[config.mk]
export PLATFORM = sky130hd
export DESIGN_NAME = rvfi_reg_source
export DESIGN_NICKNAME = d
export VERILOG_FILES = /design/src/rtl/rvfi_reg_source.sv
export SDC_FILE = /design/constraint.sdc
export NUM_CORES = 2
export LEC_CHECK = 0
export CORE_MARGIN = 2
export CORE_UTILIZATION = 25
export CTS_BUF_LIST = sky130_fd_sc_hd__clkbuf_4 sky130_fd_sc_hd__clkbuf_8
export CTS_CLUSTER_DIAMETER = 100
export DETAILED_ROUTE_END_ITERATION = 16
export REMOVE_ABC_BUFFERS = 1
export SLEW_MARGIN = 15
export SYNTH_ARGS = -nofsm -noshare
export SYNTH_HDL_FRONTEND = slang
export SYNTH_SLANG_ARGS = --single-unit
[constraint.sdc]
create_clock -name clock -period 3.94 [get_ports clock]
set_clock_uncertainty 0.05 [all_clocks]
set_input_delay 0.394 -clock clock [delete_from_list [all_inputs] [get_ports clock]]
set_output_delay 0.394 -clock clock [all_outputs]
set_load 0.005 [all_outputs]
[src/rtl/rvfi_reg_source.sv]
// RVFI trace producer for register-consistency checks: accepts one instruction per handshake,
// keeps a shadow register file and retires it on RVFI channel 0. Optional RVFI_REG_SOURCE_FAULT_EN.
`ifndef RISCV_FORMAL_NRET
`define RISCV_FORMAL_NRET 1
`endif
`ifndef RISCV_FORMAL_XLEN
`define RISCV_FORMAL_XLEN 32
`endif

// state   | meaning
// ST_INIT | clearing x1..x31 one per cycle, no requests accepted
// ST_RUN  | accepting one instruction per cycle, retiring it the next cycle
module rvfi_reg_source #(
    parameter bit ZERO_INIT = 1'b1,
    localparam int NRET = `RISCV_FORMAL_NRET,
    localparam int XLEN = `RISCV_FORMAL_XLEN
) (
    input  logic                   clock,
    input  logic                   resetn,
`ifdef RVFI_REG_SOURCE_FAULT_EN
    input  logic                   fault_inject,
`endif
    input  logic                   req_valid,
    output logic                   req_ready,
    input  logic [31:0]            req_insn,
    input  logic [XLEN-1:0]        req_pc,
    input  logic [4:0]             req_rs1_addr,
    input  logic [4:0]             req_rs2_addr,
    input  logic [4:0]             req_rd_addr,
    input  logic [XLEN-1:0]        req_rd_wdata,
    output logic [NRET-1:0]        rvfi_valid,
    output logic [NRET*8-1:0]      rvfi_order,
    output logic [NRET*32-1:0]     rvfi_insn,
    output logic [NRET-1:0]        rvfi_trap,
    output logic [NRET-1:0]        rvfi_halt,
    output logic [NRET-1:0]        rvfi_intr,
    output logic [NRET*2-1:0]      rvfi_mode,
    output logic [NRET*2-1:0]      rvfi_ixl,
    output logic [NRET*5-1:0]      rvfi_rs1_addr,
    output logic [NRET*5-1:0]      rvfi_rs2_addr,
    output logic [NRET*XLEN-1:0]   rvfi_rs1_rdata,
    output logic [NRET*XLEN-1:0]   rvfi_rs2_rdata,
    output logic [NRET*5-1:0]      rvfi_rd_addr,
    output logic [NRET*XLEN-1:0]   rvfi_rd_wdata,
    output logic [NRET*XLEN-1:0]   rvfi_pc_rdata,
    output logic [NRET*XLEN-1:0]   rvfi_pc_wdata,
    output logic [NRET*XLEN-1:0]   rvfi_mem_addr,
    output logic [NRET*XLEN/8-1:0] rvfi_mem_rmask,
    output logic [NRET*XLEN/8-1:0] rvfi_mem_wmask,
    output logic [NRET*XLEN-1:0]   rvfi_mem_rdata,
    output logic [NRET*XLEN-1:0]   rvfi_mem_wdata
);

    typedef enum logic {ST_INIT, ST_RUN} state_t;

    state_t          state, state_next;
    logic [4:0]      init_idx;
    logic            init_clear;
    logic            accept;
    logic [7:0]      order_cnt;
    logic [XLEN-1:0] regs [0:31];
    logic [XLEN-1:0] rs1_val, rs2_val;

    logic            v0;
    logic [7:0]      order0;
    logic [31:0]     insn0;
    logic [4:0]      rs1_addr0, rs2_addr0, rd_addr0;
    logic [XLEN-1:0] rs1_rdata0, rs2_rdata0, rd_wdata0, pc_rdata0, pc_wdata0;

    always_ff @(posedge clock) begin
        if (!resetn) begin
            state    <= ZERO_INIT ? ST_INIT : ST_RUN;
            init_idx <= 5'd1;
        end else begin
            state <= state_next;
            if (init_clear)
                init_idx <= init_idx + 5'd1;
        end
    end

    always_comb begin
        state_next = state;
        req_ready  = 1'b0;
        init_clear = 1'b0;
        case (state)
            ST_INIT: begin
                init_clear = 1'b1;
                if (init_idx == 5'd31)
                    state_next = ST_RUN;
            end
            ST_RUN:  req_ready = 1'b1;
            default: state_next = ST_RUN;
        endcase
        // Reset wins: no handshake and no clearing while resetn is low.
        if (!resetn) begin
            req_ready  = 1'b0;
            init_clear = 1'b0;
        end
    end

    assign accept = req_valid && req_ready;

    // Writes land on the accept edge, so the next instruction reads them directly
    // and an instruction with rsN == rd still sees the old value.
    always_ff @(posedge clock) begin
        if (init_clear)
            regs[init_idx] <= '0;
        else if (accept && req_rd_addr != 5'd0)
            regs[req_rd_addr] <= req_rd_wdata;
    end

    always_comb begin
        rs1_val = (req_rs1_addr == 5'd0) ? '0 : regs[req_rs1_addr];
        rs2_val = (req_rs2_addr == 5'd0) ? '0 : regs[req_rs2_addr];
`ifdef RVFI_REG_SOURCE_FAULT_EN
        if (fault_inject && req_rs1_addr != 5'd0)
            rs1_val[0] = ~rs1_val[0];
`endif
    end

    always_ff @(posedge clock) begin
        if (!resetn) begin
            order_cnt  <= '0;
            v0         <= 1'b0;
            order0     <= '0;
            insn0      <= '0;
            rs1_addr0  <= '0;
            rs2_addr0  <= '0;
            rd_addr0   <= '0;
            rs1_rdata0 <= '0;
            rs2_rdata0 <= '0;
            rd_wdata0  <= '0;
            pc_rdata0  <= '0;
            pc_wdata0  <= '0;
        end else begin
            v0 <= accept;
            if (accept) begin
                order_cnt  <= order_cnt + 8'd1;
                order0     <= order_cnt;
                insn0      <= req_insn;
                rs1_addr0  <= req_rs1_addr;
                rs2_addr0  <= req_rs2_addr;
                rd_addr0   <= req_rd_addr;
                rs1_rdata0 <= rs1_val;
                rs2_rdata0 <= rs2_val;
                rd_wdata0  <= (req_rd_addr == 5'd0) ? '0 : req_rd_wdata;
                pc_rdata0  <= req_pc;
                pc_wdata0  <= req_pc + XLEN'(4);
            end
        end
    end

    // Channel 0 occupies the low slice; higher channels are tied to zero.
    assign rvfi_valid     = NRET'(v0);
    assign rvfi_order     = (NRET*8)'(order0);
    assign rvfi_insn      = (NRET*32)'(insn0);
    assign rvfi_rs1_addr  = (NRET*5)'(rs1_addr0);
    assign rvfi_rs2_addr  = (NRET*5)'(rs2_addr0);
    assign rvfi_rd_addr   = (NRET*5)'(rd_addr0);
    assign rvfi_rs1_rdata = (NRET*XLEN)'(rs1_rdata0);
    assign rvfi_rs2_rdata = (NRET*XLEN)'(rs2_rdata0);
    assign rvfi_rd_wdata  = (NRET*XLEN)'(rd_wdata0);
    assign rvfi_pc_rdata  = (NRET*XLEN)'(pc_rdata0);
    assign rvfi_pc_wdata  = (NRET*XLEN)'(pc_wdata0);

    assign rvfi_trap      = '0;
    assign rvfi_halt      = '0;
    assign rvfi_intr      = '0;
    assign rvfi_mode      = '0;
    assign rvfi_ixl       = '0;
    assign rvfi_mem_addr  = '0;
    assign rvfi_mem_rmask = '0;
    assign rvfi_mem_wmask = '0;
    assign rvfi_mem_rdata = '0;
    assign rvfi_mem_wdata = '0;

endmodule

==> results.txt <==
Status = finished, final reports clean
Max H-tree Level = 4
Post-placement worst setup slack = 0.4231 ns
Post-CTS clock slew at the launch and capture registers of the worst setup and hold paths = 0.06 ns
Initial Util = 25.18%
Part of the cycle the worst path needs = 75.08%
Worst path setup slack after routing = 0.9819 ns
Yosys top cell area share = 53.69%
Power per unit of standard cell area = 420.3 nW/um^2
Dominant cell type by count on the critical path = buf_4
Standby leakage power = 22.93 nW
P&R area growth vs syn = 22.94%
Top cells by count, synth = edfxtp_1 (1024), mux2i_1 (344), mux4_2 (299)
Maximum root-to-sink buffer count = 3
Total of flip-flops plus latches after synthesis = 1252
Post-detailed-route wirelength per cell = 26.85 um
Number of buffers created by CTS = 219
Core area = 227500 sq um
Normalized max-slew margin = 23.65%
Fraction of registers with async set or reset after synthesis = 0%
Final Critical Period = 2.958 ns
Startpoint of the worst-slack reg-to-reg timing path = state
Overall die area = 232900 sq um
Antenna violations before repair = 18
Total setup violations reported at the end of the flow = 0
TritonCTS clock tree = done
Count of pins on the block boundary = 442
Cell-by-cell trace of the critical path = dlygate4sd3_1 -> buf_4 -> buf_4 -> and2_1 -> clkdlybuf4s50_1
Overall routed net length = 204000 um
Fraction of the mapped netlist area in compound gates = 7.998%
Worst-margin pin slew = 1.145 ns
Class of the worst hold path = in2reg
Most frequently used cell type in the post-synthesis netlist = edfxtp_1
Layout net count = 4512
Max Cap Viol = 0
Wire length of the first global-routing pass = 285000 um
X dimension of the die = 482.6 um
Combinational family with the most area after synthesis = multiplexers
DR vias/cell = 5.106
Worst R2R End = regs[0][31]
Maximum number of pins on one net before global-route repair = 131
Total Routing Usage GR = 17.00%
Via count of the first global-routing pass = 38.59k
Synthesized-area fraction occupied by xor and xnor cells = 0.3058%
Category of the worst setup path capture point = primary output
EDFF count, synth = 1024
Achievable Freq = 338.1 MHz
Predominant post-synthesis flop cell = edfxtp_1
Final number of max-transition violations = 0
Worst Path Max Fanout = 56
Mux cell area share after synthesis = 19.42%
Quantity of I/O buffers inserted on ports = 330
Path type of the worst setup path = in2out
Critical Path Start = resetn
Crit path max-delay cell type = clkdlybuf4s50_1
Sinks on the clock net = 1252
Total Negative Setup Slacks = 0 ns
Post-synth cell types = 58
First-iteration detailed-routing DRC count = 4273
Final weighted congestion in routability-driven placement = 0.8493
Die Span Y = 482.6 um
Standard-cell rows = 175
Global route overflow = 0
Placed standard-cell area = 64940 sq um
Delay of the slowest critical-path stage = 0.59 ns
Pre-Repair DR Iteration Count = 7
Simple-gate portion of the synthesized area = 6.667%
Peak VDD IR = 0.0003871 V
# DRC = 0
Layout cells sized above 1 = 22.84%
Post-CTS sizing = 0
Vias after detailed routing = 38.79k
Arrival time at the worst endpoint = 2.51 ns
Root buffer cell = clkbuf_8
Hold Vio Cnt, Final = 0
Remaining antenna violation count = 0
Synthesis warning total = 0
Number of buffers inserted by post-CTS setup repair = 0
Endpoint of the worst setup timing path = req_ready
Top cell type by total area after synthesis = edfxtp_1
Detailed placement HPWL = 133600 um
Setup repair after global routing missed its margin = false
Depth of the most critical reg-to-reg path = 6
Sort of element at the start of the critical path = primary input
Mapped Avg Cell Area = 14.77 sq um
Flop2flop setup slack = 1.16 ns
Post-route design area = 70420 sq um
Top cells by area in the synthesized netlist = edfxtp_1 (54%), mux4_2 (12%), dfxtp_1 (8.0%)
# hold bufs at CTS = 61
Core Util, Final = 30.95%
Clock latency of the later-clocked register in the worst-skew pair = 0.98 ns
Post-synthesis adder-cell area fraction = 0.08738%
Critical Path RT = 3.50 ns
Post-synth design cell area = 57270 sq um
Syn Inst Count = 3877
Sequential area share after synthesis = 61.66%
-- worst min path at each step --
stage                startpoint                end  slack (ns)  cells after the start
2_1_floorplan      order_cnt[7]      rvfi_order[7]        0.38                      2
3_3_place_gp      rvfi_insn[30]      rvfi_insn[30]        0.39                      2
3_5_place_dp       rvfi_insn[2]       rvfi_insn[2]        0.40                      2
4_1_cts         req_rs1_addr[0]   rvfi_rs1_addr[0]      0.0003                      4
5_1_grt        req_rd_wdata[18]  rvfi_rd_wdata[18]        0.06                      3
6_report       req_rd_wdata[18]  rvfi_rd_wdata[18]        0.09                      3
-- per-layer routing --
metal | track usage [%] | up-vias | share of wire [%]
li1 | - | 16350 | -
met1 | 22.00 | 19950 | 40
met2 | 27.41 | 2151 | 46
met3 | 4.189 | 337 | 9.5
met4 | 6.420 | 4 | 3.8
met5 | 0 | - | 0.013
-- critical path, delay by kind of cell --
family                 cells  cell delay (ns)
buffers and inverters      4             1.88
and+or+nand+nor            1             0.22
-- cell families (layout without fill, tap and decap cells) --
kind of cell    Yosys count  after routing
mux                     727            727
fa+ha+maj                 4              4
simple gates            812            812
other cells               1            115
compound gates          634            634
xor+xnor                 20             20
flops                  1252           1252
buf+inv                 427           1024
-- report_power, final --
part | internal, mW | total (mW) | switching [mW]
Combinational | 0.851 | 2.16 | 1.31
Clock | 7.30 | 13.1 | 5.83
Sequential | 14.2 | 14.3 | 0.0556
Total | 22.4 | 29.6 | 7.20
-- placed cells by master, fill, tap and decap left out, drive strengths merged, types with 26 or more instances in the layout --
| cell | count |
|---|---|
| a21oi | 51 |
| clkdlybuf4s50 | 321 |
| nor4 | 49 |
| mux4 | 299 |
| o22a | 42 |
| and2 | 79 |
| dlygate4sd3 | 61 |
| o32ai | 45 |
| a2111oi | 44 |
| o21ai | 105 |
| a22oi | 32 |
| nor2b | 26 |
| o22ai | 131 |
| nand2 | 246 |
| nand4 | 31 |
| dfxtp | 228 |
| edfxtp | 1024 |
| clkinv | 70 |
| a22o | 86 |
| nor2 | 223 |
| buf | 215 |
| nand3 | 100 |
| mux2i | 344 |
| clkbuf | 315 |
| mux2 | 84 |
| conb | 111 |
-- per-stage QoR --
step / cells / hold WS, ns / total power [mW]
final: 7597 / 0.09080 / 29.59
after detailed placement: 7121 / 0.3974 / 16.67
after CTS: 7593 / 0.0003013 / 29.85
after global routing: 7595 / 0.06038 / 30.50
after floorplan: 3574 / 0.3806 / 15.46
after global placement: 7121 / 0.3913 / 16.66
-- registers in the layout (all words and copies together) (netlist names) --
register / flops
init_idx: 5
rvfi_rd_wdata: 32
order_cnt: 8
regs: 1024
rvfi_insn: 32
rvfi_pc_wdata: 30
rvfi_pc_rdata: 32
rvfi_rs1_addr: 5
rvfi_rs1_rdata: 32
rvfi_rd_addr: 5
rvfi_valid: 1
rvfi_order: 8
rvfi_rs2_addr: 5
state: 1
rvfi_rs2_rdata: 32
-- final cells by class --
cell class,count,area (sq um)
Antenna cell,4,10.01
Clock buffer,313,3882
Clock inverter,98,967.2
Fill cell,22340,157100
Inverter,14,57.56
Multi-Input combinational cell,2308,20510
Sequential cell,1252,35310
Tap cell,3009,3765
Timing Repair Buffer,599,5908
(Power assumes the default switching activity.)
